[config.mk]
export PLATFORM = sky130hd
export DESIGN_NAME = uart_tx_arbiter
export DESIGN_NICKNAME = d
export VERILOG_FILES = /design/src/rtl/uart_tx_arbiter_pkg.sv /design/src/rtl/uart_tx_arbiter_rr_pick.sv /design/src/rtl/uart_tx_arbiter.sv
export SDC_FILE = /design/constraint.sdc
export NUM_CORES = 1
export LEC_CHECK = 0
export BUFFER_PORTS_ARGS = -buffer_cell sky130_fd_sc_hd__buf_4
export CAP_MARGIN = 30
export CORE_MARGIN = 10
export CORE_UTILIZATION = 50
export DETAILED_ROUTE_END_ITERATION = 16
export GPL_TIMING_DRIVEN = 0
export PLACE_DENSITY = 0.86
export SYNTH_ARGS = -nofsm -noshare
export SYNTH_HDL_FRONTEND = slang
export SYNTH_SLANG_ARGS = --single-unit
[constraint.sdc]
create_clock -name clk -period 4 [get_ports clk]
set_clock_uncertainty 0.05 [all_clocks]
set_input_delay 0.2 -clock clk [delete_from_list [all_inputs] [get_ports clk]]
set_output_delay 0.2 -clock clk [all_outputs]
set_load 0.03 [all_outputs]
[src/rtl/uart_tx_arbiter_pkg.sv]
// Shared definitions for the uart_tx arbiter: FSM state encoding and small helpers.
package uart_tx_arbiter_pkg;

  typedef enum logic [1:0] {
    IDLE = 2'd0,
    LOAD = 2'd1,
    SEND = 2'd2,
    HOLD = 2'd3
  } arb_state_t;

  // Width of the hold timer; a disabled timeout still needs a 1-bit register.
  function automatic int timer_width(input int timeout);
    return (timeout > 0) ? $clog2(timeout + 1) : 1;
  endfunction

  // Index that lies 'offset' places above 'base', wrapping at n.
  function automatic int rr_wrap(input int base, input int offset, input int n);
    int sum;
    sum = base + offset;
    return (sum >= n) ? (sum - n) : sum;
  endfunction

endpackage

[src/rtl/uart_tx_arbiter_rr_pick.sv]
// Round-robin picker: first valid requester at or above ptr, wrapping around.
module uart_tx_arbiter_rr_pick
  import uart_tx_arbiter_pkg::*;
#(
  parameter int N = 4,
  localparam int IW = (N > 1) ? $clog2(N) : 1
) (
  input  logic [N-1:0]  valid,
  input  logic [IW-1:0] ptr,
  output logic [N-1:0]  onehot,
  output logic [IW-1:0] idx,
  output logic          any
);

  logic [IW-1:0] cand;
  logic          found;

  // Scan upward from the pointer and keep only the first valid candidate.
  always_comb begin
    onehot = '0;
    idx    = '0;
    found  = 1'b0;
    cand   = '0;
    for (int k = 0; k < N; k++) begin
      cand = IW'(rr_wrap(int'(ptr), k, N));
      if (!found && valid[cand]) begin
        found        = 1'b1;
        idx          = cand;
        onehot[cand] = 1'b1;
      end
    end
    any = found;
  end

endmodule

[src/rtl/uart_tx_arbiter.sv]
// Shares one uart_tx between NUM_REQ byte producers; a winner owns the line for a whole message.
module uart_tx_arbiter
  import uart_tx_arbiter_pkg::*;
#(
  parameter int NUM_REQ      = 4,
  parameter int HOLD_TIMEOUT = 1024,
  localparam int ID_W = $clog2(NUM_REQ)
) (
  input  logic                 clk,
  input  logic                 rst_n,
  input  logic [NUM_REQ-1:0]   req_valid,
  input  logic [8*NUM_REQ-1:0] req_data,
  input  logic [NUM_REQ-1:0]   req_last,
  output logic [NUM_REQ-1:0]   req_ready,
  output logic                 tx_start,
  output logic [7:0]           tx_data,
  input  logic                 tx_busy,
  output logic                 grant_valid,
  output logic [ID_W-1:0]      grant_id,
  output logic                 timeout_err
);

  localparam int TMR_W = timer_width(HOLD_TIMEOUT);
  localparam bit TMR_EN = (HOLD_TIMEOUT > 0);
  localparam logic [TMR_W-1:0] TMR_LAST = TMR_EN ? TMR_W'(HOLD_TIMEOUT - 1) : '0;
  localparam logic [ID_W-1:0] LAST_ID = ID_W'(NUM_REQ - 1);

  arb_state_t         state;
  logic [ID_W-1:0]    rr_ptr;
  logic               last_q;
  logic [TMR_W-1:0]   hold_timer;

  logic [NUM_REQ-1:0] pick_onehot;
  logic [ID_W-1:0]    pick_idx;
  logic               pick_any;
  logic [NUM_REQ-1:0] grant_onehot;
  logic [ID_W-1:0]    sel_idx;
  logic [ID_W-1:0]    next_ptr;
  logic               handshake;

  uart_tx_arbiter_rr_pick #(.N(NUM_REQ)) u_pick (
    .valid  (req_valid),
    .ptr    (rr_ptr),
    .onehot (pick_onehot),
    .idx    (pick_idx),
    .any    (pick_any)
  );

  assign grant_onehot = {{(NUM_REQ-1){1'b0}}, 1'b1} << grant_id;
  assign sel_idx      = (state == HOLD) ? grant_id : pick_idx;
  assign next_ptr     = (grant_id == LAST_ID) ? '0 : grant_id + 1'b1;
  assign handshake    = |(req_valid & req_ready);

  // Accept window: a fresh round-robin winner in IDLE, only the current owner while holding.
  always_comb begin
    req_ready = '0;
    if (rst_n) begin
      case (state)
        IDLE: if (pick_any && !tx_busy) req_ready = pick_onehot;
        HOLD: req_ready = grant_onehot;
        default: req_ready = '0;
      endcase
    end
  end

  // Arbiter FSM: latch the byte, hold start until uart_tx goes busy, then wait out the frame.
  always_ff @(posedge clk) begin
    if (!rst_n) begin
      state       <= IDLE;
      rr_ptr      <= '0;
      last_q      <= 1'b0;
      hold_timer  <= '0;
      tx_start    <= 1'b0;
      tx_data     <= 8'h00;
      grant_valid <= 1'b0;
      grant_id    <= '0;
      timeout_err <= 1'b0;
    end else begin
      timeout_err <= 1'b0;
      case (state)
        IDLE: begin
          if (handshake) begin
            tx_data     <= req_data[{sel_idx, 3'b000} +: 8];
            last_q      <= req_last[sel_idx];
            grant_id    <= sel_idx;
            grant_valid <= 1'b1;
            tx_start    <= 1'b1;
            state       <= LOAD;
          end
        end
        LOAD: begin
          if (tx_busy) begin
            tx_start <= 1'b0;
            state    <= SEND;
          end
        end
        SEND: begin
          if (!tx_busy) begin
            if (last_q) begin
              grant_valid <= 1'b0;
              rr_ptr      <= next_ptr;
              state       <= IDLE;
            end else begin
              hold_timer <= '0;
              state      <= HOLD;
            end
          end
        end
        HOLD: begin
          if (handshake) begin
            tx_data     <= req_data[{sel_idx, 3'b000} +: 8];
            last_q      <= req_last[sel_idx];
            grant_id    <= sel_idx;
            grant_valid <= 1'b1;
            tx_start    <= 1'b1;
            hold_timer  <= '0;
            state       <= LOAD;
          end else if (TMR_EN && hold_timer == TMR_LAST) begin
            grant_valid <= 1'b0;
            rr_ptr      <= next_ptr;
            timeout_err <= 1'b1;
            state       <= IDLE;
          end else if (TMR_EN) begin
            hold_timer <= hold_timer + 1'b1;
          end
        end
        default: state <= IDLE;
      endcase
    end
  end

endmodule

==> results, run 1 <==
- The run finished with clean final reports.
- For this block, the routed nets add up to 7600 µm of wire.
- In the layout the commonest cells are sky130_fd_sc_hd__buf_4 (58), sky130_fd_sc_hd__dfxtp_1 (28), sky130_fd_sc_hd__nand2_1 (27).
- The full die area is 8290 µm².
- The number of violations reported at the end of detailed-routing iteration 0 is between 300 and 400.
- The area growth from synthesis to layout is 25.5%.
- The number of DRC violations after detailed routing is 0.
- In this run the cell area of the synthesized design comes to approximately 2500 µm².
- After clock tree synthesis, the setup repair step added 0 buffers.
- The clock tree from TritonCTS is built.
- Setup repair after global routing left no endpoint under its margin.
- In the final routed layout, each cell accounts on average for 17.3 µm.
- The ratio of total power to cell area is 404 nW/µm².
- The maximum achievable frequency is 0.267 GHz.
- In the final layout, flip-flops and latches occupy 582 µm².
- The port buffer count is 57.
- After detailed routing, the number of vias per cell comes to 6.20.
- The initial antenna violation count came to 0.
- In this run the tightest slew margin relative to its limit is 0.550.
- Summed over all layers, the global routing overflow is 0.
- In this run the mean area of a mapped cell was 8.19 µm².
- The floorplan die width is 91.0 µm.
- The H-tree generated during clock tree synthesis spans 2 levels.
- The CTS root buffer is sky130_fd_sc_hd__clkbuf_8.
- The static leakage is around 0.0014 µW.
- The estimated wirelength of the detail-placed design is 5720 µm.
- The hold violation total from the final report is 0.
- The final hold slack is 0.170 ns.
- Yosys mapped the design onto between 60 and 70 distinct sky130hd cell types.
- In the global route stage, overall resource usage came out at 0.174.
- The CTS buffer count is 5.
- The number of optimization iterations in the first detailed-route pass is 5.
- By area, the combinational part of the netlist is dominated by compound AO/OA/AOI/OAI gates.
- The first global-routing pass estimated 12400 µm of wire.
- The boundary pin count is 60.
- The worst hold path belongs to the class input pin to register.
- The final total negative setup slack is 0 ns.
- The total nets after synthesis is 368.
- The setup path with the least slack is of type register to register.
- The remaining antenna violation count is 0.
- The layout cell share with drive strength beyond 1 is 0.244.
- The worst-case IR drop observed on VDD is 0.243 mV.
- The post-synthesis share of cell area spent on and, or, nand and nor gates is 0.232.
- Overall power consumption after layout is estimated at 1280 µW.
- The later pin in the worst-skew pair is clocked with a latency of 0.29 ns.
- For this run, the register share of the synthesized area comes to 0.230.
- The xor and xnor area share after synthesis is 0.00347.
- Entering global routing, the biggest net connects 11 pins.
- Clock-pin slew was measured on the worst setup and hold paths at 0.06 ns.
- Leaving out fill and tap cells, the most frequent cell in the layout is sky130_fd_sc_hd__buf_4.
- The register bit count reported by yosys is 29.
- The post-layout net count is 432.
- The final count of pins violating max slew came to 0.
- STA classifies the critical path endpoint as a register.
- Summed over all nets, wire length on met3 after detailed routing comes to 836 µm.
- Along the worst path, the maximum fanout reaches 10.
- The longest clock path from root to sink contains 2 buffers.
- The number of antenna diodes in the final layout is 0.
- The number of global-route vias before repair is 2676.
- The clock net in this run drives a total of 29 sinks.
- Max-cap violations in this run came to 0.
- The die boundary height is 91.0 µm.
- The transition time of the tightest slew-check pin is 0.675 ns.
- The number of enable flip-flop cells after synthesis is 0.
- The number of standard-cell rows in the floorplan is 25.
- For this configuration, the core starts out at a cell density of 0.524.
- The number of instances in the synthesized netlist is 308.
- The multi-input combinational cells in the finished layout cover a total of 1770 µm².
- The layout has 434 filler cells.
- The minimum setup slack among reg-to-reg paths is 0.26 ns.
- The mux cell area share after synthesis is 0.130.
- The synthesis warning total is 0.
- Summed over all nets, wire length on met2 after detailed routing comes to 3440 µm.
- The top layer reached by signal wires is met4.
- The setup violation total in the final timing report is 0.
- After detailed routing, the wire length on met1 is 3200 µm.
- For this block, the via count after detailed routing is around 2700.
- The startpoint type of the worst setup path is a register.
- The area fraction in compound gates after synthesis is 0.246.
- For this run, the share of the core covered by cells in the final layout is 0.657.
- The fraction of the mapped netlist area in adder cells is 0.0843.
- Dividing the final minimum period by the clock period gives 0.935.
- Data on the critical path is required at its endpoint by 4.16 ns.
- Among all flip-flop cells after synthesis, the most frequent one is sky130_fd_sc_hd__dfxtp_1.
- The worst endpoint data arrival time is between 3 and 4 ns.
- The congestion estimate from routability-driven global placement came to about 0.90.
- The area of the core region is approximately 4800 µm².
- The post-synthesis async set-or-reset flop share is 0.
- The routed design could run at a clock period as short as 3.74 ns.
## critical path, cell delays in order (launching register included)
cell                        delay, ns
sky130_fd_sc_hd__dfxtp_2         0.44
sky130_fd_sc_hd__buf_2           0.25
sky130_fd_sc_hd__inv_1           0.15
sky130_fd_sc_hd__ha_1            0.34
sky130_fd_sc_hd__mux4_2          0.33
sky130_fd_sc_hd__or3b_1          0.41
sky130_fd_sc_hd__a2111oi_1       0.55
sky130_fd_sc_hd__or4b_1          0.22
sky130_fd_sc_hd__buf_4           0.18
sky130_fd_sc_hd__nor2_2          0.08
sky130_fd_sc_hd__or2_1           0.25
sky130_fd_sc_hd__buf_2           0.19
sky130_fd_sc_hd__o221ai_1        0.21
## sequential cells by signal (all words and copies together) (netlist names)
name,count
state,2
timeout_err,1
grant_id,2
grant_valid,1
tx_start,1
hold_timer,11
tx_data,8
last_q,1
rr_ptr,2
## synthesized netlist by cell type, drive strengths merged (2+ instances only)
master / count / area (µm²)
o41ai: 3 / 26.3
a32oi: 2 / 17.5
and2: 2 / 15.0
dfxtp: 29 / 581
nand4b: 2 / 17.5
o21a: 2 / 15.0
mux4: 3 / 67.6
nor3b: 6 / 45.0
a221oi: 3 / 26.3
and4: 2 / 17.5
o21ai: 11 / 58.8
o21ba: 2 / 20.0
o31ai: 2 / 15.0
a22o: 3 / 26.3
nand3: 20 / 100
nand4: 2 / 12.5
nand2b: 2 / 12.5
nor2b: 2 / 12.5
nand2: 27 / 101
o221ai: 9 / 78.8
a22oi: 4 / 30.0
o211ai: 5 / 37.5
ha: 17 / 213
mux2i: 26 / 260
or2: 4 / 25.0
and3: 2 / 12.5
o211a: 4 / 40.0
or3: 5 / 31.3
nor4: 3 / 25.0
nor3: 5 / 36.3
nor2: 16 / 62.6
buf: 8 / 55.1
inv: 20 / 75.1
a21oi: 18 / 90.1
clkbuf: 15 / 57.6
## where the power goes
| part | total (µW) | switching [µW] | internal, µW |
|---|---|---|---|
| logic | 594 | 346 | 247 |
| registers | 363 | 32.3 | 331 |
| clock network | 323 | 121 | 203 |
## cell families (layout without fill, tap and decap cells)
group,Yosys count,in the layout
buffers and inverters,43,108
xor gates and xnor gates,1,1
DFF,29,29
AOI/OAI and AO/OA,83,83
muxes,29,29
and+or+nand+nor,106,106
adders and majority gates,17,17
## metrics by stage
stage	cells	area, µm²	setup WS [ns]
2_1_floorplan	308	2520	0.657
3_3_place_gp	432	3030	0.252
3_5_place_dp	432	3030	0.126
4_1_cts	440	3150	0.0895
5_1_grt	440	3170	0.0806
6_report	440	3170	0.261
## cell type report
cell class,count,share of cell area
multi-input cells,236,0.558
flip-flops and latches,29,0.184
repair buffers,57,0.135
plain buffers,23,0.0356
clock buffers,7,0.0273
well taps,67,0.0265
inverters,20,0.0237
clock inverters,1,0.00949
## repair_timing
item / CTS / global route
endpoints found under the setup margin: 0 / 16
endpoints found under the hold margin: 0 / 0
gates resized for setup: 0 / 4
hold buffers: 0 / 0
## per-layer routing
metal	vias up	track usage
met5	-	0
met4	0	0.0496
met3	20	0.0757
met2	147	0.273
met1	1280	0.211
li1	1279	-
## worst paths after layout
path	start	end	depth (start not counted)
setup / recovery	rr_ptr[0]	tx_data[7]	12
hold / removal	req_data[22]	tx_data[6]	3
setup reg to reg	rr_ptr[0]	tx_data[7]	12
hold reg to reg	hold_timer[10]	hold_timer[10]	2
Power figures use the tool's default switching activity.
==> inputs of run 2 (changes only) <==
--- a/config.mk
+++ b/config.mk
@@ -13,5 +13,7 @@
 export GPL_TIMING_DRIVEN = 0
-export PLACE_DENSITY = 0.86
+export PLACE_DENSITY = 0.87
+export SLEW_MARGIN = 5
 export SYNTH_ARGS = -nofsm -noshare
 export SYNTH_HDL_FRONTEND = slang
+export SYNTH_HIERARCHICAL = 1
 export SYNTH_SLANG_ARGS = --single-unit
--- a/constraint.sdc
+++ b/constraint.sdc
@@ -4,2 +4,2 @@
 set_output_delay 0.2 -clock clk [all_outputs]
-set_load 0.03 [all_outputs]
+set_load 0.05 [all_outputs]
==> results, run 2 <==
- The final hold slack is 0.236 ns (+0.0669 ns).
- The maximum achievable frequency is 0.276 GHz (+3.0%).
- The net switching component of the power is 348 µW (-30%).
- The most used flip-flop cell after synthesis is sky130_fd_sc_hd__dfxtp_1.
- The ratio of total power to cell area is 312 nW/µm² (-23%).
- The maximum vdd ir drop is 0.248 mV (+2.0%).
- The portion of synthesized cell area occupied by the leading cell type came to 0.241 (+0.0113).
- Counting flops per register, the top entry is hold_timer.
- The full die area was 7980 µm² (-3.6%).
- The post-synthesis async set-or-reset flop share came to 0 (unchanged).
- The number of instances in the synthesized netlist came to 252 (-18%).
- The total non-filler cell area in the finished layout came to 3010 µm² (-4.8%).
- The share of the core filled with cells in the final layout is 0.642 (-0.0147).
- The most common cell in the netlist is sky130_fd_sc_hd__dfxtp_1.
- The count of hold buffers inserted by post-cts repair came to 0 (unchanged).
- The worst endpoint data arrival time came to 3.80 ns (-0.09 ns).
- In this run the worst hold path is classified as input pin to register.
- The clock network power share is 0.248 (-0.005).
- The worst setup path is captured at a register.
- The count of clock tree sinks is 29 (unchanged).
- The post-placement cell area is 2920 µm² (-3.9%).
- The routability congestion estimate from global placement is 0.882 (-1.9%).
- The flow ran to the end, and the final reports show no timing, DRC or antenna violations.
- The setup violation total in the final timing report is 0 (unchanged).
- The total nets after synthesis is 309 (-16%).
- The via density per instance is 5.97 (-3.7%).
- The signal on the critical path passes through inv_1 -> ha_1 -> mux4_2 -> buf_6 -> nor4b_4 -> a22oi_1 -> o21ai_0 -> nand4b_1 -> a21boi_1 -> o41ai_4 -> o21ai_0 -> mux2i_1.
- The number of fillers in the final layout is 397 (-8.5%).
- The floorplan die width is 89.4 µm (-1.8%).
- The data required time at the worst endpoint is 4.17 ns (about the same).
- The total wire length is 6230 µm (-18%).
- The H-tree depth is 2 (unchanged).
- The estimated wirelength of the detail-placed design is 5000 µm (-13%).
- The number of violations reported at the end of detailed-routing iteration 0 came to 124 (-61%).
- The wire length of the first global-routing pass came to 10600 µm (-14%).
- The cell area after technology mapping is 2400 µm² (-4.7%).
- The hold violation total from the final report is 0 (unchanged).
- In the final layout, the registers with the most flip-flops are hold_timer: 11 flops, tx_data: 8 flops.
- The time the final worst path needs with I/O delays and setup came to 3.63 ns (-0.109 ns).
- The portion of the post-synthesis area used by sequential elements is 0.241 (+0.0113).
- The number of enable flip-flop cells after synthesis is 0 (unchanged).
- Relative to the synthesized area, the layout overhead comes to 25.3%.
- The CTS buffer count is 5 (unchanged).
- The sequential share of power came to 0.347 (+0.063).
- The remaining antenna violation count is 0 (unchanged).
- The transition time of the tightest slew-check pin was 0.746 ns (+0.0715 ns).
- The final cycle utilization of the critical path came to 0.907 (-0.0273).
- The library cells used most frequently in the layout, excluding fill and tap cells, are sky130_fd_sc_hd__buf_4 (61), sky130_fd_sc_hd__dfxtp_1 (29), sky130_fd_sc_hd__nand2_1 (21).
- The total area of sequential cells was 581 µm² (-0.22%).
- The die boundary height is 89.4 µm (-1.8%).
- The reported max-cap violation count is 0 (unchanged).
- The delay of the slowest cell on the worst path was 0.54 ns (about the same).
- The cell seen most often among critical-path stages is sky130_fd_sc_hd__o21ai_0.
- The worst relative slew slack is 0.499 (-0.0510).
- The area of the core region is 4690 µm² (-2.6%).
- The final count of pins violating max slew was 0 (unchanged).
- The number of distinct library cell variants in the gate-level netlist after synthesis is 55 (-19%).
- The port buffer count is 59 (+3.5%).
- The register bit count reported by yosys is 29 (unchanged).
- The power share of the combinational group was 0.406 (-0.058).
- The average size of a mapped cell came to 9.54 µm² (+17%).
- The total chip power is 940 µW (-27%).
- The CTS root buffer is sky130_fd_sc_hd__clkbuf_8.
- The clock latency of the later-clocked register in the worst-skew pair was 0.29 ns (about the same).
- The number of flip-flops under the largest register name is 11 (unchanged).
- The initial antenna violation count came to 0 (unchanged).
- The final antenna diode count is 0 (unchanged).
- Setup repair after global routing left no endpoint under its margin.
- The synthesis warning total is 6 (+6).
- The layout cell share with drive strength beyond 1 is 0.313 (+0.0685).
- The final total negative setup slack is 0 ns (unchanged).
- The worst setup path is launched from a register.
- The initial core utilization was 0.513 (-0.0111).
- TritonCTS built the clock tree.
- The via count of the routed design is 2232 (-18%).
- The total internal power is 592 µW (-24%).
- By area the synthesized netlist is led by sky130_fd_sc_hd__dfxtp_1 (24%), sky130_fd_sc_hd__mux4_2 (7.5%), sky130_fd_sc_hd__ha_1 (7.3%).
- The number of global-route vias before repair is 2396 (-10%).
- The maximum number of pins on one net before global-route repair is 11 (unchanged).
- The post-layout net count is 376 (-13%).
- The type of the worst setup path is register to register.
- The number of standard-cell rows in the floorplan was 25 (unchanged).
- The number of optimization iterations in the first detailed-route pass is 4 (-1).
- The combined global-route utilization of all metal layers is 0.166 (-0.00782).
- The CTS clock-pin slew for the worst setup and hold paths is 0.06 ns (about the same).
- The total congestion overflow is 0 (unchanged).
- The worst-case clock buffer depth came to 2 (unchanged).
- The boundary pin count is 60 (unchanged).
- The area occupied by multi-input gates came to 1710 µm² (-3.3%).
- The number of DRC violations after detailed routing was 0 (unchanged).
- The largest individual stage delay along the critical path comes from the cell sky130_fd_sc_hd__dfxtp_1.
- The static leakage is 0.00128 µW (-10%).
- The largest fanout on the critical path was 10 (unchanged).
- The biggest area contributor in the post-synthesis netlist is sky130_fd_sc_hd__dfxtp_1.
- The average wire length per cell after detail routing is 16.7 µm (-3.6%).
- The switching part of the total is 0.370 (-0.0200).
- Leaving out fill and tap cells, the most frequent cell in the layout is sky130_fd_sc_hd__buf_4.
- Counting instances in the post-synthesis netlist gives the leading cell types as sky130_fd_sc_hd__dfxtp_1 (29), sky130_fd_sc_hd__nand2_1 (21), sky130_fd_sc_hd__nor2_1 (17), sky130_fd_sc_hd__mux2i_1 (16).
## run 2: cell count changes in the layout (fill, tap and decap cells not counted), moves of 4 or more
cell	change
sky130_fd_sc_hd__clkbuf_1	-10
sky130_fd_sc_hd__mux4_2	+5
sky130_fd_sc_hd__nand3_1	-15
sky130_fd_sc_hd__mux4_1	+5
sky130_fd_sc_hd__o221ai_1	-9
sky130_fd_sc_hd__a31oi_1	+4
sky130_fd_sc_hd__buf_2	-4
sky130_fd_sc_hd__a22oi_1	+7
sky130_fd_sc_hd__inv_1	-9
sky130_fd_sc_hd__mux2i_1	-10
sky130_fd_sc_hd__a21boi_1	+4
sky130_fd_sc_hd__nand2_1	-6
sky130_fd_sc_hd__a21oi_1	-4
sky130_fd_sc_hd__nor3b_1	-6
## run 2: cell families (layout without fill, tap and decap cells)
| family | Yosys count | after routing | synth area share |
|---|---|---|---|
| compound gates | 69 | 69 | 0.220 |
| fa+ha+maj | 14 | 14 | 0.0728 |
| mux | 33 | 33 | 0.216 |
| buf+inv | 23 | 91 | 0.0510 |
| simple gates | 84 | 84 | 0.199 |
| flops | 29 | 29 | 0.241 |
## run 2: area by class of cell
| type | instances | area share |
|---|---|---|
| clock buffer | 6 | 0.0241 |
| multi-input combinational | 200 | 0.567 |
| buffer | 11 | 0.0257 |
| clock inverter | 2 | 0.00332 |
| tap | 54 | 0.0224 |
| inverter | 12 | 0.0149 |
| timing repair buffer | 60 | 0.149 |
| sequential | 29 | 0.193 |
## run 2: metrics by stage
stage,std cells,setup slack (ns)
6_report,374,0.371
3_3_place_gp,365,0.364
3_5_place_dp,365,0.264
2_1_floorplan,252,0.714
5_1_grt,374,0.108
4_1_cts,373,0.256
## run 2: path summary, 6_finish.rpt
check | startpoint | endpoint | slack (ns) | cells past startpoint
setup / recovery | rr_ptr[1] | rr_ptr[1] | 0.37 | 12
hold / removal | rst_n | grant_id[0] | 0.24 | 3
setup reg to reg | rr_ptr[1] | rr_ptr[1] | 0.37 | 12
hold reg to reg | hold_timer[10] | hold_timer[10] | 0.41 | 2
## run 2: timing repair
item	in CTS	in global routing
setup endpoints to repair	0	1
buffers inserted	0	0
gates resized for setup	0	1
hold endpoints to repair	0	0
## run 2: critical path: cells and delay by family, from the launching register on
kind            cells  cell delay, ns
compound gates      5            1.24
fa+ha+maj           1            0.37
buf+inv             2            0.30
flops               1            0.54
mux                 2            0.54
simple gates        2            0.53
## run 2: metal layers
layer,vias to the layer above,part of all wire,track usage
met5,-,0,0
li1,1109,-,-
met3,8,0.10,0.0811
met4,0,0.015,0.0564
met2,83,0.47,0.277
met1,1032,0.41,0.180
## run 2: power groups by stage
| stage | clock (µW) | combinational, µW | sequential [µW] |
|---|---|---|---|
| floorplan | 0 | 229 | 372 |
| global placement | 0 | 371 | 330 |
| detailed placement | 0 | 377 | 332 |
| CTS | 240 | 379 | 325 |
| global route | 248 | 414 | 329 |
| finish | 233 | 381 | 326 |
==> inputs of run 3 (changes only) <==
Settings changed: BUFFER_PORTS_ARGS -buffer_cell sky130_fd_sc_hd__buf_4 to -buffer_cell sky130_fd_sc_hd__buf_2, PLACE_DENSITY 0.87 to 0.86, SLEW_MARGIN 5 to unset, SYNTH_HIERARCHICAL 1 to unset.
==> results, run 3 (synthesized netlist as in run 1, its figures left out) <==
- The run finished with clean final reports.
- The number of DRC violations after detailed routing is 0 (unchanged).
- The setup violation total in the final timing report was 0 (unchanged).
- The clock latency of the later-clocked register in the worst-skew pair is 0.28 ns (about the same).
- The number of instances resized during post-cts repair came to 0 (unchanged).
- The estimated wirelength of the detail-placed design came to 5650 µm (+13%).
- The via density per instance is 6.12 (+2.6%).
- The number of setup buffers added after CTS is 0 (unchanged).
- In the layout the commonest cells are sky130_fd_sc_hd__buf_2 (62), sky130_fd_sc_hd__dfxtp_1 (28), sky130_fd_sc_hd__nand2_1 (27).
- The total wire length is 7320 µm (+17%).
- The ratio of total power to cell area is 426 nW/µm² (+37%).
- The die boundary height is 91.0 µm (+1.9%).
- Setup repair after global routing left no endpoint under its margin.
- The reported max-cap violation count is 0 (unchanged).
- The CTS buffer count is 5 (unchanged).
- The worst slack after detailed placement was 0.159 ns (-0.105 ns).
- The hold violation total from the final report is 0 (unchanged).
- The maximum number of pins on one net before global-route repair was 11 (unchanged).
- The floorplan die width was 91.0 µm (+1.9%).
- The final total negative setup slack is 0 ns (unchanged).
- The via count of the routed design was 2693 (+21%).
- The CTS clock-pin slew for the worst setup and hold paths is 0.07 ns (about the same).
- The share of the core filled with cells in the final layout was 0.627 (-0.0151).
- The final count of pins violating max slew is 0 (unchanged).
- The minimum setup slack among reg-to-reg paths is 0.26 ns (-0.11 ns).
- STA classifies the critical path endpoint as a register.
- The worst hold path class is input pin to register.
- The area occupied by multi-input gates is 1770 µm² (+3.3%).
- The number of fillers in the final layout is 430 (+8.3%).
- The boundary pin count is 60 (unchanged).
- The H-tree depth is 2 (unchanged).
- The initial core utilization was 0.524 (+0.0111).
- The routability congestion estimate from global placement came to 0.908 (+2.9%).
- The number of standard-cell rows in the floorplan is 25 (unchanged).
- The area of the core region was 4820 µm² (+2.7%).
- The average wire length per cell after detail routing came to 16.6 µm (-0.16%).
- The total area of sequential cells is 582 µm² (+0.22%).
- The number of flip-flops under the largest register name is 11 (unchanged).
- The count of hold buffers inserted by post-cts repair is 0 (unchanged).
- The maximum vdd ir drop is 0.312 mV (+26%).
- The number of global-route vias before repair is 2787 (+16%).
- The library cell used most frequently in the layout, excluding fill and tap cells, is sky130_fd_sc_hd__buf_2.
- The number of optimization iterations in the first detailed-route pass came to 5 (+1).
- The full die area is 8290 µm² (+3.8%).
- The wire length of the first global-routing pass is 12300 µm (+16%).
- The remaining antenna violation count is 0 (unchanged).
- The data required time at the worst endpoint is 4.14 ns (-0.03 ns).
- The time the final worst path needs with I/O delays and setup is 3.74 ns (+0.113 ns).
- The worst setup path is of the register to register kind.
- The transition time of the tightest slew-check pin is 0.674 ns (-0.0727 ns).
- The combined global-route utilization of all metal layers was 0.170 (+0.00347).
- The post-layout net count is 432 (+15%).
- The static leakage is 0.00139 µW (+8.7%).
- The CTS root buffer is sky130_fd_sc_hd__clkbuf_8.
- The clock tree from TritonCTS is built.
- The count of clock tree sinks is 29 (unchanged).
- The worst relative slew slack is 0.551 (+0.0518).
- The area growth from synthesis to layout is 19.8%.
- The number of violations reported at the end of detailed-routing iteration 0 is 376 (+200%).
- The final cycle utilization of the critical path is 0.935 (+0.0281).
- The initial antenna violation count is 0 (unchanged).
- The maximum achievable frequency is 0.267 GHz (-3.0%).
- The worst endpoint data arrival time is 3.89 ns (+0.09 ns).
- The final antenna diode count is 0 (unchanged).
- The layout cell share with drive strength beyond 1 was 0.244 (-0.0685).
- The total congestion overflow came to 0 (unchanged).
- The largest registers in the layout are hold_timer: 11 flops, tx_data: 8 flops.
- The port buffer count is 57 (-3.4%).
- The startpoint type of the worst setup path is a register.
- The worst-case clock buffer depth came to 2 (unchanged).
- The least setup slack across all paths after layout is 0.258 ns (-0.113 ns).
- The register bank with the most flops is hold_timer.
- The total chip power is 1290 µW (+37%).
- The largest fanout on the critical path is 10 (unchanged).
[run 3: changes by cell type in the layout (fill, tap and decap cells not counted), moves of 7 or more]
cell	before	now
sky130_fd_sc_hd__clkbuf_1	5	15
sky130_fd_sc_hd__nand3_1	5	20
sky130_fd_sc_hd__mux2i_1	16	26
sky130_fd_sc_hd__o221ai_1	0	9
sky130_fd_sc_hd__buf_2	1	62
sky130_fd_sc_hd__inv_1	11	20
sky130_fd_sc_hd__buf_4	61	1
sky130_fd_sc_hd__a22oi_1	11	4
[run 3: area by class of cell]
cell class                      instances  share of cell area
Multi-Input combinational cell        236               0.585
Sequential cell                        29               0.193
Clock buffer                            7              0.0286
Tap cell                               67              0.0277
Clock inverter                          1             0.00994
Timing Repair Buffer                   57              0.0944
Inverter                               20              0.0248
Buffer                                 23              0.0373
[run 3: worst max-delay path, stage by stage, from the launching register on]
cell	delay [ns]
sky130_fd_sc_hd__dfxtp_2	0.45
sky130_fd_sc_hd__buf_2	0.26
sky130_fd_sc_hd__inv_1	0.16
sky130_fd_sc_hd__ha_1	0.34
sky130_fd_sc_hd__mux4_2	0.33
sky130_fd_sc_hd__or3b_1	0.41
sky130_fd_sc_hd__a2111oi_0	0.56
sky130_fd_sc_hd__or4b_1	0.21
sky130_fd_sc_hd__buf_4	0.16
sky130_fd_sc_hd__nor2_2	0.07
sky130_fd_sc_hd__or2_1	0.24
sky130_fd_sc_hd__buf_2	0.18
sky130_fd_sc_hd__o221ai_1	0.22
[run 3: worst paths after layout]
path | to | cells after the start | from
max | tx_data[7] | 12 | rr_ptr[0]
min | tx_data[5] | 3 | req_data[21]
max reg2reg | tx_data[7] | 12 | rr_ptr[0]
min reg2reg | hold_timer[10] | 2 | hold_timer[10]
[run 3: metrics by stage]
| step | std cells | hold slack [ns] | instance area, µm² |
|---|---|---|---|
| 2_1_floorplan | 308 | 0.350 | 2520 |
| 3_3_place_gp | 432 | 0.376 | 2890 |
| 3_5_place_dp | 432 | 0.384 | 2890 |
| 4_1_cts | 440 | 0.176 | 3010 |
| 5_1_grt | 440 | 0.184 | 3020 |
| 6_report | 440 | 0.176 | 3020 |
[run 3: power breakdown]
group          internal (µW)  switching, µW
Sequential               331           33.3
Combinational            218            387
Clock                    203            116
[run 3: per-layer routing]
layer / global-route usage / part of all wire / vias up / wire (µm)
met2: 0.257 / 0.43 / 155 / 3170
li1: - / - / 1285 / -
met4: 0.0601 / 0.022 / 0 / 158
met3: 0.0601 / 0.095 / 21 / 696
met5: 0 / 0 / - / 0
met1: 0.217 / 0.45 / 1232 / 3290
